## src/rtl/lcd_bus_arbiter.sv

```systemverilog
// Two-requester arbiter for a character-LCD bus; owns EN setup/pulse/hold/exec timing.
// Optional round-robin tie-break when LCD_ARB_RR_EN is defined (fixed req0 priority otherwise).
module lcd_bus_arbiter #(
  parameter int unsigned T_SETUP     = 2,
  parameter int unsigned T_PULSE     = 25,
  parameter int unsigned T_HOLD      = 2,
  parameter int unsigned T_EXEC      = 2000,
  parameter int unsigned T_EXEC_LONG = 82000,
  parameter int unsigned CNT_W       = 17
) (
  input  logic       Clock,
  input  logic       Reset,
  input  logic       req0,
  input  logic       rs0,
  input  logic [7:0] db0,
  output logic       ack0,
  input  logic       req1,
  input  logic       rs1,
  input  logic [7:0] db1,
  output logic       ack1,
  output logic       busy,
  output logic       LCD_EN,
  output logic       LCD_RS,
  output logic       LCD_RW,
  output logic [7:0] LCD_DADOS
);

  typedef enum logic [2:0] {
    ST_IDLE  = 3'd0,
    ST_SETUP = 3'd1,
    ST_PULSE = 3'd2,
    ST_HOLD  = 3'd3,
    ST_WAIT  = 3'd4
  } state_t;

  localparam logic [CNT_W-1:0] LD_SETUP = CNT_W'(T_SETUP);
  localparam logic [CNT_W-1:0] LD_PULSE = CNT_W'(T_PULSE);
  localparam logic [CNT_W-1:0] LD_HOLD  = CNT_W'(T_HOLD);
  localparam logic [CNT_W-1:0] LD_EXEC  = CNT_W'(T_EXEC);
  localparam logic [CNT_W-1:0] LD_LONG  = CNT_W'(T_EXEC_LONG);
  localparam logic [CNT_W-1:0] CNT_ONE  = CNT_W'(1);

  state_t           state_q, state_d;
  logic [CNT_W-1:0] timer_q, timer_d;
  logic             rs_q, rs_d;
  logic [7:0]       db_q, db_d;
  logic             en_q, en_d;
  logic             ack0_q, ack0_d;
  logic             ack1_q, ack1_d;
  logic             busy_q, busy_d;
  logic             grant0, grant1;
  logic             long_cmd;
  logic             timer_done;

`ifdef LCD_ARB_RR_EN
  // rr_q names the requester favoured on the next tie; reset favours req0.
  logic rr_q, rr_d;

  always_comb begin
    grant0 = req0 && (!req1 || !rr_q);
    grant1 = req1 && !grant0;
  end

  always_comb begin
    rr_d = rr_q;
    if (state_q == ST_IDLE) begin
      if (grant0)      rr_d = 1'b1;
      else if (grant1) rr_d = 1'b0;
    end
  end

  always_ff @(posedge Clock or posedge Reset) begin
    if (Reset) rr_q <= 1'b0;
    else       rr_q <= rr_d;
  end
`else
  always_comb begin
    grant0 = req0;
    grant1 = req1 && !req0;
  end
`endif

  // Clear (0x01) and home (0x02/0x03) need the long execution wait.
  assign long_cmd   = !rs_q && (db_q[7:2] == 6'd0) && (db_q != 8'd0);
  assign timer_done = (timer_q == CNT_ONE);

  always_comb begin
    state_d = state_q;
    timer_d = timer_q;
    rs_d    = rs_q;
    db_d    = db_q;
    ack0_d  = 1'b0;
    ack1_d  = 1'b0;
    case (state_q)
      ST_IDLE: begin
        if (grant0) begin
          state_d = ST_SETUP;
          timer_d = LD_SETUP;
          rs_d    = rs0;
          db_d    = db0;
          ack0_d  = 1'b1;
        end else if (grant1) begin
          state_d = ST_SETUP;
          timer_d = LD_SETUP;
          rs_d    = rs1;
          db_d    = db1;
          ack1_d  = 1'b1;
        end
      end
      ST_SETUP: begin
        if (timer_done) begin
          state_d = ST_PULSE;
          timer_d = LD_PULSE;
        end else begin
          timer_d = timer_q - CNT_ONE;
        end
      end
      ST_PULSE: begin
        if (timer_done) begin
          state_d = ST_HOLD;
          timer_d = LD_HOLD;
        end else begin
          timer_d = timer_q - CNT_ONE;
        end
      end
      ST_HOLD: begin
        if (timer_done) begin
          state_d = ST_WAIT;
          timer_d = long_cmd ? LD_LONG : LD_EXEC;
        end else begin
          timer_d = timer_q - CNT_ONE;
        end
      end
      ST_WAIT: begin
        if (timer_done) begin
          state_d = ST_IDLE;
          timer_d = '0;
        end else begin
          timer_d = timer_q - CNT_ONE;
        end
      end
      default: begin
        state_d = ST_IDLE;
        timer_d = '0;
      end
    endcase
    // Outputs are registered copies of the upcoming state so they align with it.
    en_d   = (state_d == ST_PULSE);
    busy_d = (state_d != ST_IDLE);
  end

  always_ff @(posedge Clock or posedge Reset) begin
    if (Reset) begin
      state_q <= ST_IDLE;
      timer_q <= '0;
      rs_q    <= 1'b0;
      db_q    <= 8'h00;
      en_q    <= 1'b0;
      ack0_q  <= 1'b0;
      ack1_q  <= 1'b0;
      busy_q  <= 1'b0;
    end else begin
      state_q <= state_d;
      timer_q <= timer_d;
      rs_q    <= rs_d;
      db_q    <= db_d;
      en_q    <= en_d;
      ack0_q  <= ack0_d;
      ack1_q  <= ack1_d;
      busy_q  <= busy_d;
    end
  end

  assign ack0      = ack0_q;
  assign ack1      = ack1_q;
  assign busy      = busy_q;
  assign LCD_EN    = en_q;
  assign LCD_RS    = rs_q;
  assign LCD_RW    = 1'b0;
  assign LCD_DADOS = db_q;

endmodule

```

## config.mk

```make
export PLATFORM = sky130hd
export DESIGN_NAME = lcd_bus_arbiter
export DESIGN_NICKNAME = d
export VERILOG_FILES = /design/src/rtl/lcd_bus_arbiter.sv
export SDC_FILE = /design/constraint.sdc
export NUM_CORES = 1
export LEC_CHECK = 0
export ABC_AREA = 1
export CAP_MARGIN = 30
export CORE_ASPECT_RATIO = 0.5
export CORE_MARGIN = 4
export CORE_UTILIZATION = 35
export CTS_BUF_LIST = sky130_fd_sc_hd__clkbuf_8
export DETAILED_ROUTE_END_ITERATION = 10
export GPL_ROUTABILITY_DRIVEN = 1
export PLACE_DENSITY = 0.67
export SLEW_MARGIN = 25
export SYNTH_ARGS = -nofsm -noshare
export SYNTH_HDL_FRONTEND = slang
export SYNTH_SLANG_ARGS = --single-unit
```

## constraint.sdc

```tcl
create_clock -name Clock -period 4.1 [get_ports Clock]
set_input_delay 0.41 -clock Clock [delete_from_list [all_inputs] [get_ports Clock]]
set_output_delay 0.41 -clock Clock [all_outputs]
set_load 0.01 [all_outputs]
```

==> results of run 1 <==
-- per-stage QoR --
step	std cells	hold WS, ns
after detailed placement	365	0.505
after CTS	372	0.519
final	372	0.509
after global placement	365	0.498
after floorplan	262	0.471
after global routing	372	0.539
-- cell usage in the layout (no fill, tap or decap), drive strengths merged --
master / count
clkbuf: 5
dfrtp: 33
clkinv: 1
bufinv: 1
or2: 1
nand3: 18
a21oi: 2
buf: 1
conb: 1
nor3b: 1
o21ai: 12
nand2: 73
nor2: 66
ha: 2
inv: 25
clkdlybuf4s50: 34
o31ai: 9
xnor2: 2
nand4: 1
o211ai: 1
xor2: 8
nor3: 2
-- critical path: cells and delay by family --
family / cells / cell delay (ns)
buffers and inverters: 2 / 0.86
and+or+nand+nor: 5 / 0.65
-- metal layers --
| layer | GRT usage (%) | part of all wire, % |
|---|---|---|
| met1 | 15.9 | 47 |
| met2 | 24.1 | 47 |
| met3 | 4.22 | 4.4 |
| met4 | 5.52 | 1.4 |
| met5 | 0 | 0 |
-- state kept, by name (all words and copies together) (netlist names) --
name / count
ack0: 1
ack1: 1
LCD_RS: 1
LCD_EN: 1
state_q: 3
busy: 1
LCD_DADOS: 8
timer_q: 17
-- area by class of cell --
| class | instances | area, µm² |
|---|---|---|
| clock buffers | 5 | 68.8 |
| well taps | 73 | 91.3 |
| multi-input cells | 199 | 1040 |
| flip-flops and latches | 33 | 826 |
| repair buffers | 35 | 348 |
| clock inverters | 2 | 35.0 |
| fillers | 561 | 3010 |
| inverters | 25 | 96.3 |
-- worst max-delay path by stage --
stage                                       from                     end  cells after the start
after CTS                                   req0          busy$_DFF_PP0_                      7
after floorplan           timer_q[1]$_DFFE_PP0P_  timer_q[7]$_DFFE_PP0P_                     11
final                                       req0          busy$_DFF_PP0_                      7
after global routing                        req0          busy$_DFF_PP0_                      7
after global placement                      req0          busy$_DFF_PP0_                      7
after detailed placement                    req0          busy$_DFF_PP0_                      7
-- logic make-up (layout without fill, tap and decap cells) --
kind of cell	count (synthesis)	count (layout)	share of synthesized area [%]
AO/OA/AOI/OAI	24	24	7.87
XOR/XNOR	10	10	4.37
adder cells (fa/ha/maj)	2	2	1.25
buffers and inverters	30	67	6.75
flip-flops	33	33	41.2
other	1	1	0.187
AND/OR/NAND/NOR	162	162	38.4
-- power breakdown --
| part | internal (µW) | switching [µW] |
|---|---|---|
| registers | 333 | 6.46 |
| clock network | 177 | 119 |
| logic | 38.5 | 27.5 |
==> metrics.txt, run 1 <==
Yosys cell types 32; Clock Sinks 33; max-slew violations 0; MaxCap Viol Count 0; EDFF count, synth 0; type of origin of the critical path primary input; final setup fails 0; Core ar. 5520 µm²; Area contributors post-synth dfrtp_1, nand2_1, nor2_1, nand3_1, inv_1; fmax roughly 570 MHz; Die Ht ~61 µm; reg-to-reg slack, setup between 2 and 2.5 ns; Post-Syn Area 2000 µm²; initial antenna violation count 0; FF-to-FF End timer_q[8]$_DFFE_PP0P_; Syn Nets between 200 and 300; wire per inst 11.6 µm; Ports 36; clk_lat worst skew 0.29 ns; gate count of the mapped netlist 262; DRT iter0 DRCs 55; worst r2r path cells 10; DR vias roughly 1,800; RSZ-0062 raised after global routing no; IO Port Bufs 34; total gr overflow 0; clock slew at reported path FFs 0.07 ns; CP Data Arrival Time around 1.9 ns; Yosys top cell area share about two fifths; critical path peak fanout 19; Final WS setup between 2 and 2.5 ns; most instantiated cells after synthesis nand2_1, nor2_1, dfrtp_1, inv_1, nand3_1; Max Root-Sink Buffers 2; count leader, synth nand2_1; Final ANT Viol Nets 0; buffer count from post-CTS setup fixing 0; slowest stage cell, crit path clkdlybuf4s50_1; CP required between 4 and 5 ns; Hold Crit Class primary input to asynchronous set/reset pin; Avg Inst Size Synth 7.65 µm²; CP peak stage delay 0.61 ns; maximum vdd drop ~0.15 mV; Seq/Total Area, Yosys between 40% and 50%; site row count 19; Layout area overhead 25.2%; Reg-to-Reg Start timer_q[1]$_DFFE_PP0P_; Placement Cell Area 2400 µm²; area of the die around 7100 µm²; total iterations of the first detailed-routing run 4; Clock Tree Root clkbuf_8; share of layout cells above drive strength 1 14.0%; Detailed Route WL approximately 4300 µm; Worst setup EP type flip-flop; Post-CTS Hold Fix Bufs 0; final net count 323; pre-CTS WS between 2 and 2.5 ns; kind of critical path primary input to flip-flop; Remaining DRCs 0; starting density of the core about 36%; post-route cell area between 2000 and 3000 µm²; All-Layer GR Usage between 10% and 20%; vias per std cell around 4.7; final-report hold violation count 0; minimum clock period roughly 1.7 ns; Power Density around 280 nW/µm²; clock skew 0.00937 ns; final core occ 45.5%; total power between 700 and 800 µW; CP cell instances clkdlybuf4s50_1 -> nor2_1 -> nor2_1 -> inv_2 -> nand2_2 -> nor2_1 -> nand2_1; Yosys top cell by area dfrtp_1; P_leak between 0.001 and 0.0015 µW; Synth Flop Type dfrtp_1; post-synthesis register bit count 33; vias in the first global route around 1,700; outcome complete, no violations; FFs w/ async S/R, synth 100%; CTS tree done; Die W roughly 110 µm; diodes inserted 0; dpl hpwl between 3000 and 4000 µm; CTS H-tree depth 2; routability congestion estimate 0.810; Syn. warnings 0; first-pass GRT wire length about 7600 µm; post_cts resized 0; Num CTS Buffers 5; setup_tns 0 ns; Tcrit/Tclk final between 40% and 50%; crit-path most repeated cell nor2_1; largest net degree at the start of global routing 34
No activity file was read; power rests on OpenSTA's default activity.
==> inputs of run 2 (changes only) <==
- clock period: 4.1 -> 1.79 ns (I/O delays scaled with it)
==> metrics.txt, run 2 (synthesis results as in run 1) <==
outcome complete, no violations; max FFs per register 17; wire per inst ~12 µm; Core ar. roughly 5500 µm²; starting density of the core between 30% and 40%; clock slew at reported path FFs approximately 0.070 ns; Die Ht about 61 µm; largest net degree at the start of global routing 34; type of origin of the critical path flip-flop; site row count 19; Detailed Route WL approximately 4400 µm; CP Buf/Inv Count 3; footprint of the multi-input gates roughly 1000 µm²; fmax about 650 MHz; final setup fails 0; clk_lat worst skew between 0.2 and 0.3 ns; commonest non-fill, non-tap cell in the layout nand2_1; All-Layer GR Usage roughly 14%; initial antenna violation count 0; Max Root-Sink Buffers 2; setup_tns 0 ns; critical path peak fanout 7; final net count 324; maximum vdd drop 0.301 mV; share of layout cells above drive strength 1 between 10% and 20%; Final ANT Viol Nets 0; Remaining DRCs 0; Post-CTS Hold Fix Bufs 0; vias in the first global route 1,761; kind of critical path flip-flop to flip-flop; CP delay by family, top simple AND/OR/NAND/NOR gates; register area 826 µm²; Clock Sinks 33; first-pass GRT wire length 7710 µm; final-report hold violation count 0; RSZ-0062 raised after global routing no; Worst setup EP type flip-flop; DRT iter0 DRCs 46; Largest Register timer_q; Hold Crit Class primary input to asynchronous set/reset pin; Num CTS Buffers 5; P_leak roughly 0.0012 µW; CP Data Arrival Time 1.71 ns; area of the die 7070 µm²; CP peak stage delay about 0.39 ns; fillers 564; Ports 36; IO Port Bufs 34; slowest stage cell, crit path dfrtp_1; DR vias 1,776; CTS H-tree depth 2; CP cell instances inv_1 -> ha_1 -> inv_1 -> nor2_1 -> nand2_1 -> nor2_4 -> nand2_4 -> nand2_4 -> inv_4 -> o21ai_2 -> nand3_1; Clock Tree Root clkbuf_8; max-slew violations 0; MaxCap Viol Count 0; Power Density between 500 and 600 nW/µm²; final core occ approximately 45%; vias per std cell between 4 and 5; Tcrit/Tclk final between 80 and 90%; minimum clock period about 1.5 ns; dpl hpwl about 3500 µm; Die W between 100 and 150 µm; commonest non-fill, non-tap cells in the layout nand2_1, nor2_1, clkdlybuf4s50_1; total gr overflow 0; total iterations of the first detailed-routing run 4; diodes inserted 0; CTS tree done; Layout area overhead 24.8%; routability congestion estimate between 0.8 and 0.9; clock skew roughly 0.0075 ns; buffer count from post-CTS setup fixing 0; CP required slightly below 2 ns
[run 2: power breakdown]
group	internal (µW)	switching [µW]	leakage [µW]
clock network	299	255	0.0000485
registers	764	14.2	0.000378
logic	89.7	65.9	0.000745
[run 2: repair_timing]
item / 4_1_cts / 5_1_grt
gates resized for setup: 0 / 1
endpoints found under the setup margin: 0 / 4
endpoints found under the hold margin: 0 / 0
[run 2: metal layers]
layer | wire (µm) | share of wire, % | track usage, % | vias up
li1 | - | - | - | 893
met1 | 1930 | 44 | 15.9 | 836
met2 | 2220 | 50 | 25.5 | 45
met3 | 238 | 5.4 | 3.83 | 2
met4 | 27 | 0.61 | 4.85 | 0
met5 | 0 | 0 | 0 | -
[run 2: worst paths after layout]
| path | startpoint | slack [ns] | endpoint | cells after the start |
|---|---|---|---|---|
| worst max-delay path | timer_q[1]$_DFFE_PP0P_ | 0.24 | timer_q[7]$_DFFE_PP0P_ | 11 |
| worst min-delay path | Reset | 0.28 | timer_q[2]$_DFFE_PP0P_ | 3 |
| worst max register to register | timer_q[1]$_DFFE_PP0P_ | 0.24 | timer_q[7]$_DFFE_PP0P_ | 11 |
| worst min register to register | LCD_DADOS[5]$_DFFE_PP0P_ | 0.52 | LCD_DADOS[5]$_DFFE_PP0P_ | 2 |
| max in group asynchronous | Reset | 1.21 | LCD_DADOS[7]$_DFFE_PP0P_ | 3 |
| min in group Clock | req1 | 0.47 | ack1$_DFF_PP0_ | 3 |
[run 2: layout make-up]
type	count	area share, %
well taps	73	3.65
clock inverters	1	0.150
flip-flops and latches	33	33.0
clock buffers	6	3.30
multi-input cells	199	41.8
repair buffers	36	14.2
inverters	25	3.85
[run 2: worst min-delay path: cells and delay by family]
kind / cells / cell delay, ns
buffers and inverters: 3 / 0.81
[run 2: metrics by stage]
| stage | setup slack [ns] | total power [µW] | cells | instance area [µm²] | hold WS [ns] |
|---|---|---|---|---|---|
| 6_report | 0.243 | 1490 | 373 | 2500 | 0.278 |
| 5_1_grt | 0.0157 | 1560 | 373 | 2500 | 0.345 |
| 4_1_cts | 0.215 | 1510 | 373 | 2500 | 0.299 |
| 3_5_place_dp | 0.224 | 950 | 366 | 2410 | 0.504 |
| 3_3_place_gp | 0.249 | 947 | 366 | 2410 | 0.494 |
| 2_1_floorplan | 0.381 | 850 | 262 | 2000 | 0.300 |
==> inputs of run 3 (changes only) <==
- CORE_ASPECT_RATIO: 0.5 -> default
- SLEW_MARGIN: 25 -> default
==> metrics.txt, run 3 (synthesis results as in run 1) <==
Post-Place Cells about 370; Max Root-Sink Buffers 2; Final ANT Viol Nets 0; routability congestion estimate 0.850; wire per inst 11.7 µm; first-pass GRT wire length between 7000 and 8000 µm; minimum clock period roughly 1.6 ns; CP required approximately 2.0 ns; diodes inserted 0; Tcrit/Tclk final 89.0%; share of layout cells above drive strength 1 about 15%; Hold Crit Class primary input to asynchronous set/reset pin; CTS H-tree depth 2; slowest stage cell, crit path dfrtp_1; CP cell instances inv_1 -> ha_1 -> inv_1 -> nor2_1 -> nand2_1 -> nor2_4 -> nand2_4 -> nand2_4 -> nand2_1 -> o21ai_1 -> o21ai_0; area of the die 7000 µm²; DR vias about 1,700; setup_tns 0 ns; commonest non-fill, non-tap cells in the layout nand2_1, nor2_1, clkdlybuf4s50_1; commonest non-fill, non-tap cell in the layout nand2_1; All-Layer GR Usage a little over an eighth; total gr overflow 0; initial antenna violation count 0; fillers about 600; Layout area overhead 25.3%; Die Ht between 80 and 90 µm; vias per std cell about 4.7; MaxCap Viol Count 0; final-report hold violation count 0; CP Data Arrival Time 1.76 ns; Num CTS Buffers 5; footprint of the multi-input gates approximately 1000 µm²; starting density of the core 36.2%; final setup fails 0; largest net degree at the start of global routing 34; total iterations of the first detailed-routing run 4; max FFs per register 17; Largest Register timer_q; Ports 36; P_leak approximately 0.0012 µW; Clock Tree Root clkbuf_8; site row count 27; Worst setup EP type flip-flop; max-slew violations 0; Hold WS around 0.28 ns; clock slew at reported path FFs around 0.070 ns; maximum vdd drop just over 0.3 mV; CP peak stage delay 0.40 ns; Power Density roughly 600 nW/µm²; fmax ~630 MHz; Clock Sinks 33; outcome complete, no violations; critical path peak fanout 7; kind of critical path flip-flop to flip-flop; Detailed Route WL 4370 µm; RSZ-0062 raised after global routing no; type of origin of the critical path flip-flop; clock skew 0.00644 ns; non-filler cells, final about 370; final net count roughly 330; clk_lat worst skew around 0.28 ns; dpl hpwl 3400 µm; Core ar. about 5500 µm²; vias in the first global route about 1,800; register area 826 µm²; Remaining DRCs 0; Die W ~84 µm; IO Port Bufs 34; buffer count from post-CTS setup fixing 0; CTS tree done; DRT iter0 DRCs 94
==> run 3: changes by cell type in the layout (fill, tap and decap cells not counted), sizes merged <==
cell      change
buf           +1
inv           -1
clkinvlp      +1
==> run 3: metal layers <==
layer  part of all wire [%]  GRT usage (%)  vias up  wire length (µm)
met5                      0              0        -                 0
met4                    1.2           4.39        0                52
met3                    7.4           4.94        7               325
met2                     47           23.2       42              2070
met1                     44           15.4      808              1920
li1                       -              -      892                 -
==> run 3: worst max-delay path: cells and delay by family, from the launching register on <==
family,cells,cell delay [ns]
buffers and inverters,2,0.12
AO/OA/AOI/OAI,2,0.17
adder cells (fa/ha/maj),1,0.14
flip-flops,1,0.40
AND/OR/NAND/NOR,6,0.64
==> run 3: final timing paths <==
path / start / cells past startpoint / end / slack [ns]
max: timer_q[1]$_DFFE_PP0P_ / 11 / timer_q[0]$_DFFE_PP0P_ / 0.20
min: Reset / 3 / timer_q[0]$_DFFE_PP0P_ / 0.28
max reg2reg: timer_q[1]$_DFFE_PP0P_ / 11 / timer_q[0]$_DFFE_PP0P_ / 0.20
min reg2reg: LCD_RS$_DFFE_PP0P_ / 2 / LCD_RS$_DFFE_PP0P_ / 0.51
max in group asynchronous: Reset / 3 / LCD_DADOS[4]$_DFFE_PP0P_ / 1.21
min in group Clock: req1 / 3 / ack1$_DFF_PP0_ / 0.47
==> run 3: power by group <==
part / internal (µW) / switching, µW / leakage (µW)
sequential: 763 / 15.1 / 0.000378
combinational: 89.6 / 63.4 / 0.000750
clock: 304 / 270 / 0.0000433
==> run 3: per-stage QoR <==
step           setup slack, ns  cell area (µm²)  util (%)  total power (µW)
3_3_place_gp             0.239             2420      43.6               947
3_5_place_dp             0.200             2420      43.6               948
4_1_cts                  0.188             2510      45.3              1530
6_report                 0.197             2510      45.3              1510
2_1_floorplan            0.381             2000         -               850
5_1_grt                0.00215             2510      45.3              1580
==> run 3: cell type report <==
class                      instances  share of cell area [%]
multi-input combinational        199                    41.6
clock inverter                     1                   0.299
inverter                          25                    3.84
timing repair buffer              37                    14.5
clock buffer                       6                    3.29
sequential                        33                    32.9
tap                               72                    3.59
==> run 3: what timing repair did <==
item | 4_1_cts | 5_1_grt
hold buffers | 0 | 0
setup endpoints to repair | 0 | 1
gates resized for setup | 0 | 1
